$ cat src/rtl/matmul_pkg.sv
// matmul_pkg -- shared constants, counter widths, FSM state type and the
// element-addressing helper for the 3x3 serial matrix-multiply sequencer.
package matmul_pkg;

  localparam int DIM      = 3;   // matrix dimension
  localparam int NELEM    = 9;   // elements per matrix
  localparam int NLOAD    = 18;  // beats per load (A then B)

  localparam int LD_CNT_W = 5;
  localparam int IDX_W    = 2;
  localparam int OC_W     = 4;

  typedef enum logic [1:0] {
    LOAD    = 2'd0,
    COMPUTE = 2'd1,
    OUTPUT  = 2'd2
  } state_e;

  // Row-major flat index of element [row][col] inside a 3x3 matrix.
  function automatic logic [LD_CNT_W-1:0] elem_idx(input logic [IDX_W-1:0] row,
                                                   input logic [IDX_W-1:0] col);
    return LD_CNT_W'(row) * LD_CNT_W'(DIM) + LD_CNT_W'(col);
  endfunction

endpackage

$ cat src/rtl/matmul_seq_ctrl_if.sv
// matmul_seq_ctrl_if -- input and output byte streams of the sequencer.
//   in_valid/in_ready/in_data     : A/B element stream into the block
//   out_valid/out_ready/out_data  : C element stream out of the block
//   out_last                      : marks the c8 beat
// Handshake: a beat transfers on a rising clk edge where valid && ready are
// both high; the valid side keeps data (and last) stable until that edge.
// master = stream source / sink side (bench, UART path); slave = the sequencer.
interface matmul_seq_ctrl_if #(
  parameter int DATA_W = 8,
  parameter int OUT_W  = 8
);
  logic              in_valid;
  logic              in_ready;
  logic [DATA_W-1:0] in_data;
  logic              out_valid;
  logic              out_ready;
  logic [OUT_W-1:0]  out_data;
  logic              out_last;

  modport master (
    output in_valid, in_data, out_ready,
    input  in_ready, out_valid, out_data, out_last
  );

  modport slave (
    input  in_valid, in_data, out_ready,
    output in_ready, out_valid, out_data, out_last
  );
endinterface

$ cat src/rtl/matmul_mac.sv
// matmul_mac -- time-shared multiply-accumulate unit.
//   mul_en/mul_last : issue a*b this cycle; mul_last tags the k=2 product
//   clr             : synchronous clear of the pipeline and accumulator
//   res_valid       : one-cycle strobe, res_data holds a finished C element
// The product is registered before accumulation, so a finished element
// appears one cycle after its last operand pair was issued.
// Build option MATMUL_SAT_EN: saturate the sum to OUT_W bits; otherwise the
// sum is truncated (wraps) to OUT_W bits.
module matmul_mac #(
  parameter int DATA_W = 8,
  parameter int OUT_W  = 8
) (
  input  logic              clk,
  input  logic              rst_n,
  input  logic              clr,
  input  logic              mul_en,
  input  logic              mul_last,
  input  logic [DATA_W-1:0] a_op,
  input  logic [DATA_W-1:0] b_op,
  output logic              res_valid,
  output logic [OUT_W-1:0]  res_data
);
  localparam int PROD_W = 2 * DATA_W;
  // Three full-scale products need two guard bits above PROD_W.
  localparam int ACC_W  = 2 * DATA_W + 2;

  logic [PROD_W-1:0] prod_q, prod_d;
  logic              prod_vld_q, prod_vld_d;
  logic              prod_last_q, prod_last_d;
  logic [ACC_W-1:0]  acc_q, acc_d;
  logic [ACC_W-1:0]  sum;

  always_comb begin
    prod_d      = PROD_W'(a_op) * PROD_W'(b_op);
    prod_vld_d  = mul_en;
    prod_last_d = mul_last;
    sum         = acc_q + ACC_W'(prod_q);
    acc_d       = acc_q;
    if (prod_vld_q) begin
      // The closing product finishes an element: hand sum out, restart at 0.
      acc_d = prod_last_q ? '0 : sum;
    end
    if (clr) begin
      prod_vld_d  = 1'b0;
      prod_last_d = 1'b0;
      acc_d       = '0;
    end
  end

  always_ff @(posedge clk or negedge rst_n) begin
    if (!rst_n) begin
      prod_q      <= '0;
      prod_vld_q  <= 1'b0;
      prod_last_q <= 1'b0;
      acc_q       <= '0;
    end else begin
      prod_q      <= prod_d;
      prod_vld_q  <= prod_vld_d;
      prod_last_q <= prod_last_d;
      acc_q       <= acc_d;
    end
  end

  assign res_valid = prod_vld_q && prod_last_q && !clr;

  always_comb begin
`ifdef MATMUL_SAT_EN
    res_data = (|sum[ACC_W-1:OUT_W]) ? '1 : sum[OUT_W-1:0];
`else
    res_data = sum[OUT_W-1:0];
`endif
  end

endmodule

$ cat src/rtl/matmul_seq_ctrl.sv
// matmul_seq_ctrl -- serial 3x3 matrix-multiply sequencer C = A x B.
//   clk, rst (async, active low), abort (sync return to LOAD)
//   bus       : slave side of matmul_seq_ctrl_if (A/B in, C out streams)
//   busy      : high in COMPUTE and OUTPUT
//   done      : one-cycle pulse after the c8 handshake
//   state_dbg : current FSM state
// Flow: LOAD takes a0..a8,b0..b8; COMPUTE issues 27 products (k innermost,
// i outermost) into matmul_mac; OUTPUT streams c0..c8.
// Build option MATMUL_SAT_EN (inside matmul_mac): saturate C elements.
module matmul_seq_ctrl
  import matmul_pkg::*;
#(
  parameter int DATA_W = 8,
  parameter int OUT_W  = 8
) (
  input  logic               clk,
  input  logic               rst,
  input  logic               abort,
  matmul_seq_ctrl_if.slave   bus,
  output logic               busy,
  output logic               done,
  output state_e             state_dbg
);

  state_e                state_q, state_d;
  logic [LD_CNT_W-1:0]   ld_cnt_q, ld_cnt_d;
  logic [IDX_W-1:0]      i_q, i_d, j_q, j_d, k_q, k_d;
  logic [OC_W-1:0]       wr_q, wr_d;   // next C slot the MAC result lands in
  logic [OC_W-1:0]       oc_q, oc_d;
  logic                  in_ready_q, in_ready_d;
  logic                  done_q, done_d;

  logic [DATA_W-1:0]     ab_q [NLOAD];  // A at 0..8, B at 9..17
  logic [OUT_W-1:0]      c_q  [NELEM];

  logic                  in_hs, out_hs, mul_en, res_valid;
  logic [OUT_W-1:0]      res_data;

  // in_ready_q is only ever high in LOAD, so it alone qualifies the load.
  assign in_hs  = bus.in_valid && in_ready_q;
  assign out_hs = (state_q == OUTPUT) && bus.out_ready;
  // i runs to 3 after the final product, which stops further issue.
  assign mul_en = (state_q == COMPUTE) && (i_q != IDX_W'(DIM));

  matmul_mac #(.DATA_W(DATA_W), .OUT_W(OUT_W)) u_mac (
    .clk       (clk),
    .rst_n     (rst),
    .clr       (abort),
    .mul_en    (mul_en),
    .mul_last  (k_q == IDX_W'(DIM - 1)),
    .a_op      (ab_q[elem_idx(i_q, k_q)]),
    .b_op      (ab_q[LD_CNT_W'(NELEM) + elem_idx(k_q, j_q)]),
    .res_valid (res_valid),
    .res_data  (res_data)
  );

  always_comb begin
    state_d  = state_q;
    ld_cnt_d = ld_cnt_q;
    i_d      = i_q;
    j_d      = j_q;
    k_d      = k_q;
    wr_d     = wr_q;
    oc_d     = oc_q;
    done_d   = 1'b0;
    case (state_q)
      LOAD: begin
        if (in_hs) begin
          ld_cnt_d = ld_cnt_q + 1'b1;
          if (ld_cnt_q == LD_CNT_W'(NLOAD - 1)) begin
            state_d  = COMPUTE;
            ld_cnt_d = '0;
            i_d      = '0;
            j_d      = '0;
            k_d      = '0;
            wr_d     = '0;
          end
        end
      end
      COMPUTE: begin
        if (mul_en) begin
          if (k_q == IDX_W'(DIM - 1)) begin
            k_d = '0;
            if (j_q == IDX_W'(DIM - 1)) begin
              j_d = '0;
              i_d = i_q + 1'b1;
            end else begin
              j_d = j_q + 1'b1;
            end
          end else begin
            k_d = k_q + 1'b1;
          end
        end
        if (res_valid) begin
          wr_d = wr_q + 1'b1;
          if (wr_q == OC_W'(NELEM - 1)) begin
            state_d = OUTPUT;
            oc_d    = '0;
          end
        end
      end
      OUTPUT: begin
        if (out_hs) begin
          if (oc_q == OC_W'(NELEM - 1)) begin
            state_d = LOAD;
            oc_d    = '0;
            done_d  = 1'b1;
          end else begin
            oc_d = oc_q + 1'b1;
          end
        end
      end
      default: state_d = LOAD;
    endcase
    if (abort) begin
      state_d  = LOAD;
      ld_cnt_d = '0;
      i_d      = '0;
      j_d      = '0;
      k_d      = '0;
      wr_d     = '0;
      oc_d     = '0;
      done_d   = 1'b0;
    end
    // Registered so in_ready stays low in the first cycle out of reset.
    in_ready_d = (state_d == LOAD);
  end

  always_ff @(posedge clk or negedge rst) begin
    if (!rst) begin
      state_q    <= LOAD;
      ld_cnt_q   <= '0;
      i_q        <= '0;
      j_q        <= '0;
      k_q        <= '0;
      wr_q       <= '0;
      oc_q       <= '0;
      in_ready_q <= 1'b0;
      done_q     <= 1'b0;
    end else begin
      state_q    <= state_d;
      ld_cnt_q   <= ld_cnt_d;
      i_q        <= i_d;
      j_q        <= j_d;
      k_q        <= k_d;
      wr_q       <= wr_d;
      oc_q       <= oc_d;
      in_ready_q <= in_ready_d;
      done_q     <= done_d;
    end
  end

  // Element storage is deliberately not reset.
  always_ff @(posedge clk) begin
    if (in_hs && !abort) ab_q[ld_cnt_q] <= bus.in_data;
    if (res_valid)       c_q[wr_q]      <= res_data;
  end

  assign bus.in_ready  = in_ready_q;
  assign bus.out_valid = (state_q == OUTPUT);
  assign bus.out_data  = (state_q == OUTPUT) ? c_q[oc_q] : '0;
  assign bus.out_last  = (state_q == OUTPUT) && (oc_q == OC_W'(NELEM - 1));
  assign busy          = (state_q != LOAD);
  assign done          = done_q;
  assign state_dbg     = state_q;

endmodule

$ cat src/flat_wrapper.sv
// flat-port wrapper written by rule: the top's interface ports become plain ports
module matmul_seq_ctrl_flat import matmul_pkg::*;
#(
  parameter int DATA_W = 8,
  parameter int OUT_W  = 8
)
  (clk, rst, abort, busy, done, state_dbg, bus_in_valid, bus_in_data, bus_out_ready, bus_in_ready, bus_out_valid, bus_out_data, bus_out_last);
  matmul_seq_ctrl_if #(.DATA_W(DATA_W), .OUT_W(OUT_W)) bus_i ();
  input  logic clk;
  input  logic rst;
  input  logic abort;
  output logic busy;
  output logic done;
  output state_e state_dbg;
  input wire logic [$bits(bus_i.in_valid)-1:0] bus_in_valid;
  input wire logic [$bits(bus_i.in_data)-1:0] bus_in_data;
  input wire logic [$bits(bus_i.out_ready)-1:0] bus_out_ready;
  output wire logic [$bits(bus_i.in_ready)-1:0] bus_in_ready;
  output wire logic [$bits(bus_i.out_valid)-1:0] bus_out_valid;
  output wire logic [$bits(bus_i.out_data)-1:0] bus_out_data;
  output wire logic [$bits(bus_i.out_last)-1:0] bus_out_last;
  assign bus_i.in_valid = bus_in_valid;
  assign bus_i.in_data = bus_in_data;
  assign bus_i.out_ready = bus_out_ready;
  assign bus_in_ready = bus_i.in_ready;
  assign bus_out_valid = bus_i.out_valid;
  assign bus_out_data = bus_i.out_data;
  assign bus_out_last = bus_i.out_last;
  matmul_seq_ctrl #(.DATA_W(DATA_W), .OUT_W(OUT_W)) u_core (.clk(clk), .rst(rst), .abort(abort), .bus(bus_i), .busy(busy), .done(done), .state_dbg(state_dbg));
endmodule
$ cat config.mk
export PLATFORM = sky130hd
export DESIGN_NAME = matmul_seq_ctrl_flat
export DESIGN_NICKNAME = d
export VERILOG_FILES = /design/src/rtl/matmul_pkg.sv /design/src/rtl/matmul_seq_ctrl_if.sv /design/src/rtl/matmul_mac.sv /design/src/rtl/matmul_seq_ctrl.sv /design/src/flat_wrapper.sv
export SDC_FILE = /design/constraint.sdc
export NUM_CORES = 1
export LEC_CHECK = 0
export ABC_AREA = 1
export CAP_MARGIN = 20
export CORE_MARGIN = 1.5
export CORE_UTILIZATION = 40
export DETAILED_ROUTE_END_ITERATION = 6
export GPL_ROUTABILITY_DRIVEN = 0
export SKIP_CTS_REPAIR_TIMING = 1
export SLEW_MARGIN = 20
export SYNTH_ARGS = -nofsm -noshare
export SYNTH_HDL_FRONTEND = slang
export SYNTH_SLANG_ARGS = --single-unit
$ cat constraint.sdc
create_clock -name clk -period 7.9 [get_ports clk]
set_input_delay 1.58 -clock clk [delete_from_list [all_inputs] [get_ports clk]]
set_output_delay 1.58 -clock clk [all_outputs]
set_load 0.01 [all_outputs]
==> flow_summary.ini, run 1 <==
[cells_and_area]
final_cell_mix = nand2_1 (343), nand3_1 (228), edfxtp_1 (216), inv_1 (138), nor2_1 (117)
final_common_cell = nand2_1
multi_input_area_um2 = 4932
syn2layout_area_growth_pct = 11.34
fin_nets = 1491
seq_area_um2 = 7513
diodes = 0
layout.cell_area.non_filler_um2 = 14820
layout.cells.non_filler = 1884
nFillCells = 3099
drive_above_1_share = 0.05548

[clock_network]
htree_levels = 1
insertion_delay_ns = 0.56
clock-root-buffer = clkbuf_16
cts_tree = done
clkSinkCount = 257
cts_made_buffers = 30
clkTransAtPathRegs_ns = 0.06
clockBufferDepth = 3

[floorplan]
chipWidth_um = 185.4
start_util = 0.4081
dieHeight_um = 185.4
row_count = 66
die_area_um2 = 34390
core_um2 = 32620
io_pins = 28

[setup_path]
max_stage_delay_ns = 0.59
timing_worst_setup_path_type = reg2reg
path_delay_family = adder cells
worst_ep_required_time_ns = 8.34
crit_buf_inv = 7
crit_slowest_cell = fa_1
critPathMaxFanout = 16
critPathArrivalTime_ns = 7.18
setup.worst_path.end_class = register
critical_path.startpoint_type = register

[logic_synthesis]
synthCells = 1412
syn_nets = 1485
synth_warnings = 0
postSynthAreaPerCell_um2 = 9.428
netlist_area_um2 = 13310
synth-seq-cells = 257
postSynth.asyncResetShare = 0.1595
synth_edf_count = 216
ys_types = 38
ys.flop_type = edfxtp_1
ys_seq_area_frac = 0.5643

[timing]
min_period_ns = 6.731
hold_viol = 0
tightestPinTransition_ns = 1.057
holdWs_ns = 0.5461
rsz0062_at_grt = no
setup_violations = 0
slew_violations = 0
fmax_mhz = 148.6
maxSlewHeadroom = 0.2917
min_period_over_period = 0.8520
skew_ns = 0.01263
tns_ns = 0

[global_routing]
grt_usage = 0.2081
grt_pass1_wl_um = 54600
grt_antenna_before_repair = 0
overflow = 0
grt_pass1_vias = 9810
grt_max_degree = 75

[detailed_routing]
vias = 10035
drt-total-wl_um = 34880
viasPerCell = 5.326
drt_iter0_drc = 839
wire_per_inst_um = 18.51
antenna_left = 0
drt_first_pass_iters = 6
drc = 0

[power]
ir_worst_vdd_v = 0.0001835
p_total_uw = 3014
p_leak_uw = 0.005997
cellPowerDensity_nw_per_um2 = 203.3

[outcome]
status = complete, no violations

[placed_design]
dp_cells = 1828
place_hpwl_um = 22140
placed_area_um2 = 13900
portBuffers = 27

[worst_hold_path]
hold_class = reg2reg

[run]
drv_cap = 0
-- logic make-up after synthesis --
| group | synth area share |
|---|---|
| simple gates | 0.2289 |
| flops | 0.5643 |
| buf+inv | 0.06880 |
| compound gates | 0.06419 |
| fa+ha+maj | 0.06654 |
| xor+xnor | 0.007237 |
-- layout make-up --
class | instances | share of cell area
sequential | 257 | 0.5069
tap | 442 | 0.03731
clock buffer | 38 | 0.05411
multi-input combinational | 942 | 0.3327
clock inverter | 18 | 0.008103
timing repair buffer | 36 | 0.02262
inverter | 151 | 0.03824
-- worst reg2reg max path: cells and delay by family, from the launching register on --
kind	cells	cell delay, ns
buffers and inverters	7	0.89
AND/OR/NAND/NOR	11	0.86
AO/OA/AOI/OAI	4	0.89
flip-flops	1	0.45
adder cells (fa/ha/maj)	8	3.53
-- final timing paths --
kind | start | endpoint | slack, ns | cells past startpoint
min | u_core.u_mac.acc_q[3] | u_core.u_mac.acc_q[3] | 0.55 | 2
min reg2reg | u_core.u_mac.acc_q[3] | u_core.u_mac.acc_q[3] | 0.55 | 2
min in group asynchronous | rst | u_core.bus.in_ready | 1.02 | 1
max reg2reg | u_core.k_q[0] | u_core.u_mac.prod_q[7] | 1.17 | 30
max in group asynchronous | rst | u_core.oc_q[0] | 6.47 | 1
max | u_core.k_q[0] | u_core.u_mac.prod_q[7] | 1.17 | 30
-- registers in the layout (all words and copies together) (netlist names) --
| name | flops |
|---|---|
| u_core.j_q | 2 |
| u_core.u_mac.prod_last_q | 1 |
| u_core.u_mac.prod_vld_q | 1 |
| u_core.i_q | 2 |
| u_core.u_mac.acc_q | 8 |
| u_core.oc_q | 4 |
| u_core.bus.in_ready | 1 |
| u_core.state_dbg | 2 |
| u_core.ab_q | 144 |
| u_core.c_q | 72 |
| u_core.k_q | 2 |
| u_core.u_mac.prod_q | 8 |
| u_core.wr_q | 4 |
| u_core.done | 1 |
| u_core.ld_cnt_q | 5 |
-- per-layer routing --
layer | part of all wire | wire length (µm) | track usage | vias up
met3 | 0.063 | 2203 | 0.02831 | 85
li1 | - | - | - | 4800
met2 | 0.48 | 16640 | 0.3498 | 361
met1 | 0.42 | 14730 | 0.2712 | 4789
met4 | 0.038 | 1309 | 0.08325 | 0
met5 | 0 | 0 | 0 | -
-- stage by stage --
step,utilization,worst slack [ns]
finish,0.4544,1.169
global placement,0.4260,1.364
CTS,0.4543,1.193
global route,0.4544,0.7856
detailed placement,0.4260,1.223
floorplan,-,1.757
-- power by group --
part           switching [µW]  internal, µW  total, µW
clock                     555           748       1300
combinational             130          53.8        184
sequential               10.9          1520       1530
total                     696          2320       3010
-- Yosys cell counts (all sizes together) (3+ instances only) --
cell    instances  share of area
o21ai          74          0.028
ha             42          0.039
dfrtp          41          0.077
fa             18          0.027
clkbuf         15         0.0042
inv           147          0.041
o22ai          20         0.0094
buf            47          0.022
xor2            9         0.0059
o211ai         13         0.0073
a21oi          32          0.012
nand2         344          0.097
edfxtp        216           0.49
nand4           8         0.0038
nor2          119          0.034
nand3         228          0.086
o21bai          3         0.0017
nor3           16         0.0060
clkinv          4         0.0011
Note: power is estimated with default switching activity, not from simulation.
==> run 2: changes to the inputs <==
Settings changed: CORE_ASPECT_RATIO from default to 1.5.
==> run 2 against run 1 <==
Final cell count shrank 1.5%. Clock power grew 5%. Critical path depth stayed put. Register-to-register slack got worse by 0.06 ns. Count of clock-buffer cells in the layout fell by 7. Via count is 0.92% higher. Critical endpoint unchanged. Largest cell class unchanged. Largest power group unchanged.
==> flow_summary.ini, run 2 (synthesized netlist as in run 1, its figures left out) <==
[clock_network]
clockBufferDepth = 3
clkSinkCount = 257
cts_tree = done
clock-root-buffer = clkbuf_16
insertion_delay_ns = 0.56
cts_made_buffers = 27
htree_levels = 1
clkTransAtPathRegs_ns = 0.06

[setup_path]
path_delay_family = adder cells
r2r-end = u_core.u_mac.prod_q[7]
critical_path.startpoint_type = register
crit_slowest_cell = fa_1
timing_worst_setup_path_type = reg2reg
critPathArrivalTime_ns = 7.24
reg2reg_from = u_core.k_q[0]
setup.worst_path.end_class = register
worst_ep_required_time_ns = 8.35
crit_buf_inv = 7
r2r_slack_ns = 1.11
max_stage_delay_ns = 0.61
critPathMaxFanout = 16
r2r_cells = 30

[cells_and_area]
layout.cells.non_filler = 1855
final_cell_mix = nand2_1 (343), nand3_1 (228), edfxtp_1 (216), inv_1 (139), nor2_1 (117)
top_register = u_core.ab_q
fin_nets = 1493
largestRegisters = u_core.ab_q x144, u_core.c_q x72
drive_above_1_share = 0.05625
syn2layout_area_growth_pct = 11.75
layout.cell_area.non_filler_um2 = 14880
largest_reg_flops = 144
final_common_cell = nand2_1
diodes = 0

[worst_hold_path]
hold_start = u_core.u_mac.acc_q[0]
hold_class = reg2reg
min_to = u_core.u_mac.acc_q[0]
holdPathStages = 2

[detailed_routing]
antenna_left = 0
drc = 0
vias = 10127
viasPerCell = 5.459
wire_per_inst_um = 19.05
drt-total-wl_um = 35340
drt_iter0_drc = 874
drt_first_pass_iters = 6

[global_routing]
grt_pass1_wl_um = 55640
grt_pass1_vias = 10233
overflow = 0
grt_antenna_before_repair = 0
grt_max_degree = 75
grt_usage = 0.2078

[placed_design]
dp_cells = 1805
place_hpwl_um = 23580
portBuffers = 27
placed_area_um2 = 13890

[timing]
setup_violations = 0
hold_viol = 0
min_period_ns = 6.789
holdWs_ns = 0.5511
min_period_over_period = 0.8594
maxSlewHeadroom = 0.2739
rsz0062_at_grt = no
skew_ns = 0.01414
tightestPinTransition_ns = 1.085
fmax_mhz = 147.3
tns_ns = 0
slew_violations = 0

[floorplan]
io_pins = 28
die_area_um2 = 34410
chipWidth_um = 152.0
dieHeight_um = 226.4
core_um2 = 32740
row_count = 81
start_util = 0.4067

[power]
ir_worst_vdd_v = 0.0001619
cellPowerDensity_nw_per_um2 = 207.0
p_leak_uw = 0.006043

[run]
drv_cap = 0

[outcome]
status = complete, no violations
==> run 2: cell types whose count changed in the layout (fill, tap and decap cells not counted), sizes merged <==
cell	previous run	this run
clkbuf	38	31
clkinv	17	10
inv	148	151
bufinv	1	5
buf	10	15
==> run 2: power by group <==
group	switching [µW]	leakage, µW	internal, µW
clock	554	0.000460	817
combinational	128	0.00309	53.8
sequential	10.9	0.00250	1520
total	693	0.00604	2390
==> run 2: final cells by class <==
class / instances / area, µm²
clock inverters: 18 / 250.2
flip-flops and latches: 257 / 7512
inverters: 151 / 566.8
fillers: 3060 / 17860
clock buffers: 31 / 710.7
well taps: 415 / 519.2
multi-input cells: 942 / 4927
repair buffers: 41 / 390.4
==> run 2: layer usage <==
| layer | vias to the layer above | GRT usage | part of all wire |
|---|---|---|---|
| met3 | 92 | 0.02274 | 0.051 |
| met5 | - | 0 | 0 |
| li1 | 4792 | - | - |
| met2 | 381 | 0.3845 | 0.53 |
| met4 | 0 | 0.1156 | 0.051 |
| met1 | 4862 | 0.2325 | 0.37 |
==> run 2: worst max path at each step <==
stage / start / depth (start not counted) / endpoint
2_1_floorplan: u_core.k_q[0] / 32 / u_core.u_mac.prod_q[7]
3_3_place_gp: u_core.k_q[0] / 30 / u_core.u_mac.prod_q[7]
3_5_place_dp: u_core.k_q[0] / 30 / u_core.u_mac.prod_q[7]
4_1_cts: u_core.k_q[0] / 30 / u_core.u_mac.prod_q[7]
5_1_grt: u_core.k_q[0] / 30 / u_core.u_mac.prod_q[7]
6_report: u_core.k_q[0] / 30 / u_core.u_mac.prod_q[7]
==> run 2: worst reg2reg max path, delay by kind of cell, from the launching register on <==
family	cells	cell delay, ns
AOI/OAI and AO/OA	4	0.89
DFF	1	0.45
buffers and inverters	7	0.92
adders and majority gates	8	3.56
and+or+nand+nor	11	0.84
==> run 2: per-stage QoR <==
stage | util | setup slack [ns] | power, µW
floorplan | - | 1.757 | 1667
global placement | 0.4242 | 1.258 | 1735
detailed placement | 0.4243 | 1.169 | 1739
CTS | 0.4536 | 1.118 | 3104
global route | 0.4545 | 0.6596 | 3179
finish | 0.4545 | 1.111 | 3080
